$ cat config.mk
export PLATFORM = sky130hd
export DESIGN_NAME = pipe_stage_skid_reg
export DESIGN_NICKNAME = d
export VERILOG_FILES = /design/src/rtl/pipe_stage_skid_reg.sv
export SDC_FILE = /design/constraint.sdc
export NUM_CORES = 1
export LEC_CHECK = 0
export BUFFER_PORTS_ARGS = -buffer_cell sky130_fd_sc_hd__buf_2
export CAP_MARGIN = 0
export CORE_UTILIZATION = 45
export DETAILED_ROUTE_END_ITERATION = 7
export PLACE_DENSITY = 0.88
export SKIP_CTS_REPAIR_TIMING = 1
export SYNTH_ARGS = -nofsm -noshare
export SYNTH_HDL_FRONTEND = slang
export SYNTH_SLANG_ARGS = --single-unit
$ cat constraint.sdc
create_clock -name clk -period 2.5 [get_ports clk]
set_input_delay 0 -clock clk [delete_from_list [all_inputs] [get_ports clk]]
set_output_delay 0 -clock clk [all_outputs]
set_load 0.02 [all_outputs]
$ cat src/rtl/pipe_stage_skid_reg.sv
`default_nettype none
// ============================================================================
//  Module   : pipe_stage_skid_reg
//  Purpose  : Parametrised pipeline-stage register with a valid/ready
//             handshake, a 2-entry skid buffer (main + skid), 1 beat/cycle
//             throughput, flush and stall. Optional saturating performance
//             counters, enabled by defining PIPE_STAGE_PERF_CNT_EN.
//  Ports    : clk, reset_n        - clock, async active-low reset
//             in_valid/in_ready/in_data    - upstream handshake + payload
//             out_valid/out_ready/out_data - downstream handshake + payload
//             stall, flush        - output-side freeze, discard-all
//             reg_status          - 00 EMPTY, 01 BUSY, 10 FULL, 11 FLUSHED
//             stall_count, flush_count, bubble_count - perf counters
//  Revision : 1.0 - initial release
// ============================================================================
module pipe_stage_skid_reg #(
    parameter int                DATA_W      = 32,
    parameter logic [DATA_W-1:0] BUBBLE_DATA = '0,
    parameter int                CNT_W       = 32
) (
    input  logic              clk,
    input  logic              reset_n,
    input  logic              in_valid,
    output logic              in_ready,
    input  logic [DATA_W-1:0] in_data,
    output logic              out_valid,
    input  logic              out_ready,
    output logic [DATA_W-1:0] out_data,
    input  logic              stall,
    input  logic              flush,
    output logic [1:0]        reg_status,
    output logic [CNT_W-1:0]  stall_count,
    output logic [CNT_W-1:0]  flush_count,
    output logic [CNT_W-1:0]  bubble_count
);

    typedef enum logic [1:0] {
        ST_EMPTY   = 2'b00,
        ST_BUSY    = 2'b01,
        ST_FULL    = 2'b10,
        ST_FLUSHED = 2'b11
    } state_t;

    state_t              state_q, state_d;
    logic                main_valid_q, main_valid_d;
    logic [DATA_W-1:0]   main_data_q, main_data_d;
    logic                skid_valid_q, skid_valid_d;
    logic [DATA_W-1:0]   skid_data_q, skid_data_d;

    logic                in_fire;
    logic                out_fire;

    // in_ready depends only on registered state, so there is no
    // combinational path from out_ready back to in_ready.
    assign in_ready   = !skid_valid_q;
    assign out_valid  = main_valid_q;
    assign out_data   = main_data_q;
    assign reg_status = state_q;

    assign in_fire  = in_valid && in_ready;
    assign out_fire = main_valid_q && out_ready && !stall;

    always_comb begin
        state_d      = state_q;
        main_valid_d = main_valid_q;
        main_data_d  = main_data_q;
        skid_valid_d = skid_valid_q;
        skid_data_d  = skid_data_q;

        if (flush) begin
            // Flush overrides stall and drops any beat accepted this cycle.
            state_d      = ST_FLUSHED;
            main_valid_d = 1'b0;
            main_data_d  = BUBBLE_DATA;
            skid_valid_d = 1'b0;
        end else begin
            unique case (state_q)
                ST_EMPTY, ST_FLUSHED: begin
                    if (in_fire) begin
                        state_d      = ST_BUSY;
                        main_valid_d = 1'b1;
                        main_data_d  = in_data;
                    end else begin
                        state_d      = ST_EMPTY;
                    end
                end
                ST_BUSY: begin
                    if (in_fire && out_fire) begin
                        main_data_d  = in_data;
                    end else if (in_fire) begin
                        // Output blocked: park the new beat in the skid slot.
                        state_d      = ST_FULL;
                        skid_valid_d = 1'b1;
                        skid_data_d  = in_data;
                    end else if (out_fire) begin
                        // out_data keeps the departed beat while invalid.
                        state_d      = ST_EMPTY;
                        main_valid_d = 1'b0;
                    end
                end
                ST_FULL: begin
                    if (out_fire) begin
                        state_d      = ST_BUSY;
                        main_data_d  = skid_data_q;
                        skid_valid_d = 1'b0;
                    end
                end
                default: begin
                    state_d      = ST_EMPTY;
                    main_valid_d = 1'b0;
                    skid_valid_d = 1'b0;
                end
            endcase
        end
    end

    always_ff @(posedge clk or negedge reset_n) begin
        if (!reset_n) begin
            state_q      <= ST_EMPTY;
            main_valid_q <= 1'b0;
            main_data_q  <= BUBBLE_DATA;
            skid_valid_q <= 1'b0;
            skid_data_q  <= '0;
        end else begin
            state_q      <= state_d;
            main_valid_q <= main_valid_d;
            main_data_q  <= main_data_d;
            skid_valid_q <= skid_valid_d;
            skid_data_q  <= skid_data_d;
        end
    end

`ifdef PIPE_STAGE_PERF_CNT_EN
    localparam logic [CNT_W-1:0] CNT_MAX = {CNT_W{1'b1}};
    localparam logic [CNT_W-1:0] CNT_ONE = {{(CNT_W-1){1'b0}}, 1'b1};

    logic [CNT_W-1:0] stall_cnt_q;
    logic [CNT_W-1:0] flush_cnt_q;
    logic [CNT_W-1:0] bubble_cnt_q;

    // Each counter qualifies on its own condition, flush cycles included,
    // and sticks at all-ones instead of wrapping.
    always_ff @(posedge clk or negedge reset_n) begin
        if (!reset_n) begin
            stall_cnt_q  <= '0;
            flush_cnt_q  <= '0;
            bubble_cnt_q <= '0;
        end else begin
            if (stall && main_valid_q && (stall_cnt_q != CNT_MAX)) begin
                stall_cnt_q <= stall_cnt_q + CNT_ONE;
            end
            if (flush && (flush_cnt_q != CNT_MAX)) begin
                flush_cnt_q <= flush_cnt_q + CNT_ONE;
            end
            if (!main_valid_q && out_ready && !stall && (bubble_cnt_q != CNT_MAX)) begin
                bubble_cnt_q <= bubble_cnt_q + CNT_ONE;
            end
        end
    end

    assign stall_count  = stall_cnt_q;
    assign flush_count  = flush_cnt_q;
    assign bubble_count = bubble_cnt_q;
`else
    assign stall_count  = '0;
    assign flush_count  = '0;
    assign bubble_count = '0;
`endif

endmodule
`default_nettype wire

Word level (Yosys, flattened, before mapping)
Cells that the tools add are included.
- register bits after elaboration: 68
- bits of input ports: 38
- output and inout port bits: 132
- eq/ne operators: 11
- multiplexer cells: 21
- bitwise gates (word level): 2
- reduce and logical (&&, ||, !) cells: 15
- operators by type and width (cell ; count):
    $mux W32 ; 4
    $pmux W32 S3 ; 1
    $ne A3 B3 Y1 const B ; 7
    $mux W2 ; 5
    $mux W1 ; 8
    $reduce_and A4 Y1 ; 2
    $pmux W2 S3 ; 1
    $reduce_and A3 Y1 ; 2
    $reduce_bool A3 Y1 ; 2
    $reduce_and A5 Y1 ; 1
    $eq A2 B2 Y1 const B ; 2
    $logic_and A1 B1 Y1 ; 4
    $ne A4 B4 Y1 const B ; 1
    $pmux W1 S2 ; 2
    $eq A2 B1 Y1 const B ; 1
    $logic_not A1 Y1 ; 2
    $logic_not A2 Y1 ; 1
    $not A1 Y1 ; 2
    $reduce_or A2 Y1 ; 1

Depth between registers and ports, before layout
- depth after elaboration: 7
- depth in mapped cells: 8
- depth with buffers taken out: 6

Worst setup path before layout
OpenSTA, ideal clock, no wires.
- path kind: register -> register
- from: register state_q[1], in the netlist reg_status[1]
- to: register skid_data_q[0]
- library setup time: 0.125 ns
- arrival time: 1.766 ns
- setup slack: 0.609 ns
- cell stages (with the launch flop): 7
- clock period less this slack: 1.891 ns
- cell sequence: dfrtp_1 inv_1 ha_1 inv_2 nor4_4 buf_6 mux2_2
- longest elaborated chain between the ends: 2
- ends and longest elaborated chain (what ; line ; source):
    start, declared ; 44 ; state_t state_q, state_d;
    start signal, assigned ; 125 ; state_q <= state_d;
    $eq A2 B1 Y1 ; 77 ; unique case (state_q)
    $reduce_and A4 Y1 (no source line) ; n/a ;
    end signal, assigned ; 129 ; skid_data_q <= skid_data_d;
    end, declared ; 48 ; logic [DATA_W-1:0] skid_data_q, skid_data_d;
Every way passes these cells.
A chain may end at the register's enable or synchronous reset.

Worst setup path after layout
- from: register state_q[1], in the netlist reg_status[1]
- to: register skid_data_q[3]
The elaborated chain is that of the path after synthesis.

==> flow_summary.toml <==
[status]
status = "completed"

[clocking]
cts_buffers = 9
cts_tree = "done"
clockBufferDepth = 2
h-tree-depth = 3
cts_root_buf = "clkbuf_8"
cts.sinks = 68
clk-insertion-delay-late_ns = 0.34
clk_pin_slew_ns = 0.07

[global_routing]
antenna_found_initial = 0
gr-total-overflow = 0
grt_pass1_wl_um = 11600
grt_pass1_vias = 2370
grt_max_degree = 45
globalRouteTotalUtil_pct = 17.1

[floorplanning]
num_io_pins = 170
rows = 33
die_x_um = 94.6
core_mm2 = 0.00826
design.die.area_mm2 = 0.00894
start_util_pct = 46.7
die_y_um = 94.6

[timing]
worstMarginPinSlew_ns = 0.957
max_clock_freq_mhz = 510
fin_worst_skew_ns = 0.00848
slew_headroom_pct = 36.2
tns_ns = 0
timing.final.crit_share_pct = 78.5
min_period_ns = 1.96
hold_viol_final = 0
setup_viol = 0
finalMaxSlewViolations = 0
rsz0062_at_grt = "false"

[drt]
first_pass_iters = 4
postRouteWirelength_um = 8190
num_vias = 2680
ant_nets = 0
drc = 0
drtIter0Drc = 131
viasPerCell = 4.78
wl_per_cell_um = 14.6

[synthesis]
synth_area_leaders = "dfrtp_1 (44%), buf_4 (19%), mux2_2 (8.5%)"
synth_top_area_share_pct = 44.1
avgSynthCellArea_um2 = 11.2
post-synth-top-area-cell = "dfrtp_1"
ys_types = 29
syn_area_mm2 = 0.00386
netlist_instances = 345
yosys_warnings = 0
synth-seq-cells = 68
yosysSeqAreaShare_pct = 44.1

[layout]
finish.instance_area_mm2 = 0.00452
drive_gt1_share_pct = 29.6
syn2layout_area_growth_pct = 17.2
multi_input_area_mm2 = 0.00166
nFillCells = 706
regArea_mm2 = 0.00170
final_util_pct = 54.7
final_nets = 491
n_antenna_cell = 0
fin_cells = 561

[run]
maxCapViolCount = 0

[worst_setup_path]
slowest_stage = "dfrtp_1"
critical_path_arrival_ns = 2.18
cp_slowest_stage_delay_ns = 0.40
critPathLaunchType = "flop"
critPathRequiredTime_ns = 2.71
critPathMaxFanout = 32
end_kind = "flop"
cp_cell_sequence = "inv_1, ha_1, inv_2, nor4_4, buf_12, mux2_2"
crit_type = "reg -> reg"

[min_path]
hold_path.class = "in -> reg"

[power]
power_density_mw_per_mm2 = 1190
p_total_mw = 5.39
p_leak_nw = 2.20
peakVddDrop_mv = 0.691

[placement]
place_area_mm2 = 0.00397
place.port_buffers = 73
gp_congestion = 0.806
placed_cells = 512
hpwl_um = 5170
-- cells in the final DEF, fill, tap and decap left out, types with 2 or more instances in the layout --
cell | synthesis | final
bufinv_16 | 0 | 2
clkbuf_8 | 0 | 10
nor2_1 | 3 | 3
dfrtp_1 | 68 | 68
buf_2 | 14 | 73
buf_4 | 96 | 10
mux2_1 | 3 | 3
dlygate4sd3_1 | 0 | 33
clkinv_2 | 0 | 3
conb_1 | 1 | 96
mux2_2 | 29 | 29
a21oi_1 | 38 | 38
inv_1 | 3 | 3
a211oi_1 | 34 | 34
mux2i_1 | 32 | 32
-- critical path, delay by kind of cell, from the launching register on --
family,cells,cell delay [ns]
fa+ha+maj,1,0.30
buf+inv,3,0.45
flops,1,0.40
mux,1,0.37
simple gates,1,0.31
-- kinds of logic after synthesis --
group,Yosys count,synth area share (%)
adders and majority gates,2,0.649
other,1,0.0972
buffers and inverters,121,22.2
DFF,68,44.1
muxes,64,17.7
AOI/OAI and AO/OA,79,13.0
and+or+nand+nor,10,2.34
-- synthesized netlist by cell type, drive strengths merged --
library cell / count
a211o: 1
a211oi: 34
a21o: 1
a21oi: 38
a22oi: 1
a41oi: 1
and2: 1
and3b: 1
buf: 113
clkbuf: 4
conb: 1
dfrtp: 68
ha: 2
inv: 4
mux2: 32
mux2i: 32
nand2b: 1
nand3b: 2
nor2: 3
nor2b: 1
nor4: 1
o21ai: 2
o31ai: 1
-- layer usage --
layer / part of all wire [%] / GRT usage (%) / wire length (µm)
met4: 1.0 / 7.70 / 83
met3: 5.4 / 3.70 / 442
met1: 41 / 21.6 / 3350
met2: 53 / 28.1 / 4320
met5: 0 / 0 / 0
-- report_power, final --
group	switching, mW	internal [mW]	total (mW)
Sequential	0.305	1.63	1.93
Clock	0.400	0.584	0.985
Combinational	1.49	0.988	2.48
-- path summary, 6_finish.rpt --
check / to / cells past startpoint / startpoint / slack, ns
setup reg to reg: skid_data_q[3]$_DFFE_PN0P_ / 6 / reg_status[1]$_DFFE_PN0P_ / 0.54
hold reg to reg: skid_data_q[31]$_DFFE_PN0P_ / 1 / skid_data_q[31]$_DFFE_PN0P_ / 0.49
setup / recovery: skid_data_q[3]$_DFFE_PN0P_ / 6 / reg_status[1]$_DFFE_PN0P_ / 0.54
max in group asynchronous: reg_status[0]$_DFFE_PN0P_ / 3 / reset_n / 1.35
hold / removal: out_valid$_DFFE_PN0P_ / 3 / in_valid / 0.08
min in group asynchronous: skid_data_q[20]$_DFFE_PN0P_ / 2 / reset_n / 0.37
-- final cells by class --
| type | instances | area share, % |
|---|---|---|
| flip-flops and latches | 68 | 37.7 |
| multi-input cells | 251 | 36.8 |
| repair buffers | 117 | 17.5 |
| clock buffers | 11 | 3.13 |
| well taps | 105 | 2.91 |
| clock inverters | 5 | 1.66 |
| inverters | 4 | 0.332 |
-- through the flow --
stage	hold WS, ns	setup WS, ns
2_1_floorplan	-0.296	0.609
3_3_place_gp	0.195	0.674
3_5_place_dp	0.210	0.571
4_1_cts	-0.163	0.563
5_1_grt	0.0964	0.436
6_report	0.0782	0.537
-- sequential cells by signal (all words and copies together), names as in the netlist --
name / flops
out_data: 32
out_valid: 1
reg_status: 2
skid_data_q: 32
skid_valid_q: 1
Note: power is estimated with default switching activity, not from simulation.
